File: src/rtl/ports_pwm_pkg.sv
// Shared definitions for the Avalon-MM LED/GPIO PWM output peripheral.
// Register word offsets and the per-pin output mode encoding.
package ports_pwm_pkg;

  localparam int REG_CTRL     = 0;
  localparam int REG_PRESCALE = 1;
  localparam int REG_OUT      = 2;
  localparam int REG_MODE     = 3;
  localparam int REG_DUTY0    = 4;

  typedef enum logic [1:0] {
    MODE_STATIC  = 2'b00,
    MODE_PWM     = 2'b01,
    MODE_BLINK   = 2'b10,
    MODE_PWM_INV = 2'b11
  } pin_mode_e;

endpackage

File: src/rtl/avalon_ports_pwm_pin.sv
// Combinational level of one output pin from its mode, duty and the
// shared PWM / blink time base.
module pwm_pin
  import ports_pwm_pkg::*;
#(
  parameter int PWM_BITS = 8
) (
  input  pin_mode_e             i_mode,
  input  logic [PWM_BITS:0]     i_duty,
  input  logic                  i_out,
  input  logic [PWM_BITS-1:0]   i_wcnt,
  input  logic                  i_blink,
  output logic                  o_level
);

  logic w_pwm;

  // One extra bit lets a duty of 2^PWM_BITS hold the pin high.
  assign w_pwm = {1'b0, i_wcnt} < i_duty;

  always_comb begin
    o_level = 1'b0;
    unique case (i_mode)
      MODE_STATIC:  o_level = i_out;
      MODE_PWM:     o_level = w_pwm;
      MODE_BLINK:   o_level = i_out & i_blink;
      MODE_PWM_INV: o_level = ~w_pwm;
    endcase
  end

endmodule

File: src/rtl/avalon_ports_pwm.sv
// Avalon-MM output peripheral: register file, shared prescaled PWM and
// blink time base, and registered per-pin outputs.
module avalon_ports_pwm
  import ports_pwm_pkg::*;
#(
  parameter int NUM_PINS      = 8,
  parameter int PWM_BITS      = 8,
  parameter int PRESCALE_BITS = 16,
  parameter int ADDR_W        = $clog2(4 + NUM_PINS)
) (
  input  logic                clk_clk,
  input  logic                reset_reset,
  input  logic [ADDR_W-1:0]   avs_address,
  input  logic                avs_read,
  input  logic                avs_write,
  input  logic [31:0]         avs_writedata,
  output logic [31:0]         avs_readdata,
  output logic [NUM_PINS-1:0] ports_out
);

  logic                     r_en;
  logic [PRESCALE_BITS-1:0] r_prescale;
  logic [NUM_PINS-1:0]      r_out;
  logic [2*NUM_PINS-1:0]    r_mode;
  logic [PWM_BITS:0]        r_duty [NUM_PINS];

  logic [PRESCALE_BITS-1:0] r_pcnt;
  logic [PWM_BITS-1:0]      r_wcnt;
  logic [PWM_BITS-1:0]      r_bcnt;

  logic                     w_wr_ctrl;
  logic                     w_wr_ps;
  logic                     w_restart;
  logic                     w_tick;
  logic [NUM_PINS-1:0]      w_level;
  logic [31:0]              w_rdata;
  logic                     w_unused;

  assign w_wr_ctrl = avs_write && (avs_address == ADDR_W'(REG_CTRL));
  assign w_wr_ps   = avs_write && (avs_address == ADDR_W'(REG_PRESCALE));
  assign w_restart = w_wr_ps || (w_wr_ctrl && avs_writedata[0] && !r_en);
  assign w_tick    = (r_pcnt == r_prescale);
  assign w_unused  = &{1'b0, avs_writedata};

  always_ff @(posedge clk_clk) begin
    if (reset_reset) begin
      r_en       <= 1'b0;
      r_prescale <= '0;
      r_out      <= '0;
      r_mode     <= '0;
      for (int i = 0; i < NUM_PINS; i++) r_duty[i] <= '0;
    end else if (avs_write) begin
      if (avs_address == ADDR_W'(REG_CTRL))
        r_en <= avs_writedata[0];
      if (avs_address == ADDR_W'(REG_PRESCALE))
        r_prescale <= avs_writedata[PRESCALE_BITS-1:0];
      if (avs_address == ADDR_W'(REG_OUT))
        r_out <= avs_writedata[NUM_PINS-1:0];
      if (avs_address == ADDR_W'(REG_MODE))
        r_mode <= avs_writedata[2*NUM_PINS-1:0];
      for (int i = 0; i < NUM_PINS; i++)
        if (avs_address == ADDR_W'(REG_DUTY0 + i))
          r_duty[i] <= avs_writedata[PWM_BITS:0];
    end
  end

  // Counters sit at zero while disabled and restart phase-aligned.
  always_ff @(posedge clk_clk) begin
    if (reset_reset || w_restart || !r_en) begin
      r_pcnt <= '0;
      r_wcnt <= '0;
      r_bcnt <= '0;
    end else if (w_tick) begin
      r_pcnt <= '0;
      r_wcnt <= r_wcnt + 1'b1;
      if (&r_wcnt) r_bcnt <= r_bcnt + 1'b1;
    end else begin
      r_pcnt <= r_pcnt + 1'b1;
    end
  end

  for (genvar g = 0; g < NUM_PINS; g++) begin : g_pin
    pwm_pin #(.PWM_BITS(PWM_BITS)) u_pin (
      .i_mode  (pin_mode_e'(r_mode[2*g +: 2])),
      .i_duty  (r_duty[g]),
      .i_out   (r_out[g]),
      .i_wcnt  (r_wcnt),
      .i_blink (r_bcnt[PWM_BITS-1]),
      .o_level (w_level[g])
    );
  end

  always_ff @(posedge clk_clk) begin
    if (reset_reset || !r_en) ports_out <= '0;
    else                      ports_out <= w_level;
  end

  always_comb begin
    w_rdata = '0;
    if (avs_address == ADDR_W'(REG_CTRL))
      w_rdata[0] = r_en;
    if (avs_address == ADDR_W'(REG_PRESCALE))
      w_rdata[PRESCALE_BITS-1:0] = r_prescale;
    if (avs_address == ADDR_W'(REG_OUT))
      w_rdata[NUM_PINS-1:0] = r_out;
    if (avs_address == ADDR_W'(REG_MODE))
      w_rdata[2*NUM_PINS-1:0] = r_mode;
    for (int i = 0; i < NUM_PINS; i++)
      if (avs_address == ADDR_W'(REG_DUTY0 + i))
        w_rdata[PWM_BITS:0] = r_duty[i];
  end

  always_ff @(posedge clk_clk) begin
    if (reset_reset)   avs_readdata <= '0;
    else if (avs_read) avs_readdata <= w_rdata;
  end

endmodule
File: config.mk
export PLATFORM = sky130hd
export DESIGN_NAME = avalon_ports_pwm
export DESIGN_NICKNAME = d
export VERILOG_FILES = /design/src/rtl/ports_pwm_pkg.sv /design/src/rtl/avalon_ports_pwm_pin.sv /design/src/rtl/avalon_ports_pwm.sv
export SDC_FILE = /design/constraint.sdc
export NUM_CORES = 1
export LEC_CHECK = 0
export ABC_AREA = 1
export BUFFER_PORTS_ARGS = -buffer_cell sky130_fd_sc_hd__buf_4
export CORE_ASPECT_RATIO = 2
export CORE_UTILIZATION = 40
export DETAILED_ROUTE_END_ITERATION = 12
export SYNTH_ARGS = -nofsm -noshare
export SYNTH_HDL_FRONTEND = slang
export SYNTH_SLANG_ARGS = --single-unit
File: constraint.sdc
create_clock -name clk_clk -period 3.01 [get_ports clk_clk]
set_input_delay 0.1505 -clock clk_clk [delete_from_list [all_inputs] [get_ports clk_clk]]
set_output_delay 0.1505 -clock clk_clk [all_outputs]
set_load 0.05 [all_outputs]
# Word-level counts from Yosys, hierarchy flattened
# Memories as Yosys holds them, arrays and structs flattened.
# Index checks and enable logic that the tools add are counted.
dict set report op_classes {
  n_addsub 3
  n_lt_le_gt_ge 8
  n_eq_ne 36
  n_mux 62
  bitwise 24
  reduce_logical 24
}
# cell count
set ops {}
lappend ops {{$mux W9} 16}
lappend ops {{$lt A8 B9 Y1} 8}
lappend ops {{$mux W1} 35}
lappend ops {{$eq A2 B2 Y1 const B} 16}
lappend ops {{$mux W16} 2}
lappend ops {{$pmux W1 S4} 8}
lappend ops {{$add A16 B1 Y16 const B} 1}
lappend ops {{$add A8 B1 Y8 const B} 2}
lappend ops {{$eq A16 B16 Y1} 1}
lappend ops {{$eq A2 B1 Y1 const B} 8}
lappend ops {{$eq A4 B3 Y1 const B} 4}
lappend ops {{$eq A4 B4 Y1 const B} 4}
lappend ops {{$logic_not A2 Y1} 8}
lappend ops {{$reduce_and A9 Y1} 1}
lappend ops {{$and A1 B1 Y1} 8}
lappend ops {{$eq A4 B2 Y1 const B} 2}
lappend ops {{$mux W8} 1}
lappend ops {{$not A1 Y1} 8}
lappend ops {{$or A1 B1 Y1} 8}
lappend ops {{$reduce_and A2 Y1} 4}
lappend ops {{$eq A4 B1 Y1 const B} 1}
lappend ops {{$logic_and A1 B1 Y1} 4}
lappend ops {{$logic_not A4 Y1} 1}
lappend ops {{$logic_or A1 B1 Y1} 4}
lappend ops {{other kinds (2)} 2}
dict set report word_totals {
  ff_bits 97
  ramBits 72
  inputBits 40
  output_inout_bits 40
  elab_cells 167
  n_memories 1
}
# name depth width rd rd_clocked_by_memory_dff wr line_no
set memory_table {}
lappend memory_table {r_duty 8 9 8 0 8 avalon_ports_pwm.sv:25} ;# logic [PWM_BITS:0] r_duty [NUM_PINS];

# Longest topological paths before layout
dict set report depth {
  word_depth 13
  ltp_mapped 12
  depth_no_buf 11
}

# Hierarchy
# Synthesis repeated with hierarchy kept, for this count alone.
dict set report hier_totals {
  hier_cells 1301
  area_unflattened_um2 9686.8
}
# module n_inst cells_per_inst area_each_um2
set by_module_without_submodules {}
lappend by_module_without_submodules {avalon_ports_pwm 1 909 7544.7}
lappend by_module_without_submodules {pwm_pin 8 49 267.8}

# Worst setup path before layout
# No wires, ideal clock.
dict set report synth_path {
  kind {input-to-reg}
  start {input port avs_address[2]}
  end {memory r_duty[1][18] (netlist name), enable pin}
  setup_time_ns 0.387
  arrival_ns 1.484
  required_ns 2.623
  setup_slack_ns 1.138
  cell_stages 5
  n_path_buf 0
  path_cell_list {inv_1 > nand2_1 > nor2_1 > inv_1 > o21ai_0}
}
# element line_no
set synth_lines {}
lappend synth_lines {{start: declaration} avalon_ports_pwm.sv:13} ;# input logic [ADDR_W-1:0] avs_address,
lappend synth_lines {{end: declaration} avalon_ports_pwm.sv:25}

# Worst setup path after layout
dict set report layout_path {
  start {register r_pcnt[10]}
  end {register r_bcnt[1]}
}
dict set report layout_via {
  elab_chain_cells 2
}
# element line_no
set layout_rtl {}
lappend layout_rtl {{start: declaration} avalon_ports_pwm.sv:27} ;# logic [PRESCALE_BITS-1:0] r_pcnt;
lappend layout_rtl {{start signal: assignment} avalon_ports_pwm.sv:78} ;# r_pcnt <= r_pcnt + 1'b1;
lappend layout_rtl {{$eq A16 B16 Y1} avalon_ports_pwm.sv:42} ;# assign w_tick = (r_pcnt == r_prescale);
lappend layout_rtl {{$reduce_and A9 Y1 (no line)} -}
lappend layout_rtl {{end signal: assignment} avalon_ports_pwm.sv:76} ;# if (&r_wcnt) r_bcnt <= r_bcnt + 1'b1;
lappend layout_rtl {{end: declaration} avalon_ports_pwm.sv:29} ;# logic [PWM_BITS-1:0] r_bcnt;
# Every way passes these cells.
# A chain may end at the register's enable or synchronous reset.

==> impl_metrics.yaml <==
global_routing:
  grt_use_total_pct: 23.9
  grt_pass1_wl_um: 41100
  antenna_found_initial: 0
  grt_pass1_vias: 7818
  grt_remaining_overflow: 0
  grt_max_degree: 40
routing:
  wire_per_inst_um: 17.2
  via_per_inst: 5.15
  drt_iter0_drc: 406
  drt_first_pass_iters: 5
  totalWireLength_um: 26100
  vias: 7814
  final_antenna_net_count: 0
  drc: 0
finish:
  drive_gt1_share_pct: 9.91
  antenna_cells: 0
  fill_cells: 2175
  final_area_um2: 10500
  area_growth_pct: 15.0
  fin_nets: 1327
setup_path:
  setup.worst_path.class: "register to register"
  cp_data_required_time_ns: 3.34
  arrival_ns: 2.42
  endpoint_kind: "register"
  start_kind: "register"
  path_max_fanout: 16
sta:
  fin_tns_setup_ns: 0
  skew_ns: 0.00905
  slew_headroom_pct: 52.7
  worst_slack_ns: 0.915
  finalMaxSlewViolations: 0
  setup_viol: 0
  min_period_ns: 2.10
  fmax_mhz: 477
  hold_viol: 0
  tightest_slew_ns: 0.708
  grt_setup_unrepaired: "no"
  period_share_pct: 69.6
placement:
  placed_area_um2: 9820
  dpl_worst_slack_ns: 0.890
  dp_hpwl_um: 20400
  place.gp.congestion: 0.946
  numPortBuffers: 47
yosys:
  yosysMostFrequentCell: "nand2_1"
  ys_seq_area_share_pct: 44.9
  netlist_area_um2: 9130
  synth_top_area_share_pct: 23.7
  synth-edff-count: 72
  netlist_top_cells_area: "edfxtp_1 (24%), dfxtp_1 (21%), nand2_1 (8.6%), ha_1 (8.1%), inv_1 (6.5%)"
  syn-mean-instance-area_um2: 7.89
  synth_cells: 1157
  synth_cell_types: 37
  synth_top_area_cell: "edfxtp_1"
  ys_seq_elements: 169
  synth_common_cells: "nand2_1 (210), inv_1 (157), nor2_1 (154)"
  yosysWarnings: 0
  synthArstFlopShare_pct: 0
  synth_top_flop_cell: "dfxtp_1"
power_and_ir_drop:
  total_leakage_power_uw: 0.00453
  p_sw_uw: 1350
  p_int_uw: 3920
  sw_frac_of_total_pct: 25.7
  pwr-share-comb_pct: 10.1
  peakVddDrop_mv: 0.425
  pwr-share-seq_pct: 48.0
  total_power_uw: 5270
  clockPowerShare_pct: 42.0
  power_density_nw_per_um2: 502
clocking:
  cts.sinks: 169
  clock_latency_ns: 0.44
  cts_tree: "done"
  postCtsSetupBuffers: 0
  postCtsHoldBufs: 10
  clk_pin_slew_ns: 0.07
  clockBufferDepth: 2
  h-tree-depth: 4
  post_cts_resize_count: 0
  numCtsBuffers: 17
  cts_root_buf: "clkbuf_16"
floorplanning:
  floorplan.rows: 77
  die_area_um2: 23500
  initial_core_util_pct: 41.0
  chipHeight_um: 216
  die_w_um: 109
  coreArea_um2: 22300
  io_pins: 80
run_status:
  status: "finished, final reports clean"
hold_path:
  hold_path_class: "input pin to register"
flow_run:
  cap_viol_max_count: 0
[sequential cells by signal (all words and copies together), names as in the netlist, 16 cells and up]
register      count
r_duty           72
avs_readdata     16
r_mode           16
r_pcnt           16
r_prescale       16
[per-stage QoR]
| step | cells | utilization (%) | hold slack, ns |
|---|---|---|---|
| final | 1517 | 47.2 | 0.0166 |
| after detailed placement | 1475 | 44.1 | 0.457 |
| after global routing | 1517 | 47.2 | 0.0238 |
| after global placement | 1475 | 44.1 | 0.450 |
| after floorplan | 1172 | - | 0.315 |
| after CTS | 1517 | 47.2 | 0.000741 |
[kinds of logic (layout without fill, tap and decap cells)]
logic type / count (synthesis) / in the layout / synth area share [%]
adder cells (fa/ha/maj): 59 / 59 / 8.08
flip-flops: 169 / 169 / 44.9
other: 1 / 16 / 0.0411
XOR/XNOR: 25 / 25 / 2.40
buffers and inverters: 207 / 276 / 9.44
AO/OA/AOI/OAI: 217 / 217 / 12.8
AND/OR/NAND/NOR: 479 / 479 / 22.4
[critical path, stage by stage (launching register included)]
cell and delay, ns:
dfxtp_1 0.33, inv_1 0.16, nor2_1 0.06, nor3_1 0.16, nand3_1 0.15, nor2_1 0.15
nand2_2 0.27, inv_2 0.28, nand2_1 0.23, nand2_1 0.11, a21oi_1 0.07
[cell usage in the layout, fill, tap and decap left out, types with 2 or more instances in the layout]
cell	instances
nand4_1	22
o221ai_1	7
xor2_1	10
clkbuf_16	17
nand2_2	6
a21oi_1	108
buf_4	71
dfxtp_1	97
nor3_2	2
conb_1	16
inv_4	3
nor2_1	154
clkbuf_8	3
a31oi_1	2
nor3_1	12
nand3_1	58
clkinv_4	2
nand2_1	210
edfxtp_1	72
nand3_2	3
xnor2_1	15
inv_1	157
o21ai_0	83
clkinv_1	2
inv_2	4
o211ai_1	8
o2111ai_1	7
nor3b_1	2
ha_1	59
dlygate4sd3_1	10
bufinv_16	2
clkbuf_1	3
nor2_2	5
[worst paths after layout]
kind | cells past startpoint | to | slack (ns) | startpoint
min reg2reg | 2 | r_bcnt[7] | 0.47 | r_bcnt[7]
min | 3 | r_prescale[6] | 0.02 | avs_writedata[6]
max | 10 | r_bcnt[1] | 0.91 | r_pcnt[10]
max reg2reg | 10 | r_bcnt[1] | 0.91 | r_pcnt[10]
[layout make-up]
class	instances	area [um^2]	share of cell area, %
clock inverter	9	110	1.05
tap	276	345	3.29
clock buffer	23	478	4.55
inverter	163	612	5.82
timing repair buffer	81	633	6.03
multi-input combinational	796	4220	40.2
sequential	169	4100	39.1
[metal layers]
layer | vias to the layer above | GRT usage [%] | wire length [um]
met5 | - | 0 | 0
met2 | 158 | 45.5 | 14700
met4 | 0 | 15.3 | 1460
li1 | 3946 | - | -
met3 | 61 | 3.05 | 696
met1 | 3649 | 23.1 | 9260
[power by group through the flow]
stage                     Clock (uW)  Sequential, uW  Combinational [uW]
after global routing            2340            2540                 582
after global placement             0            2580                 510
after detailed placement           0            2580                 518
after floorplan                    0            2610                 318
final                           2210            2530                 530
after CTS                       2250            2530                 530
No activity file was read; power rests on OpenSTA's default activity.
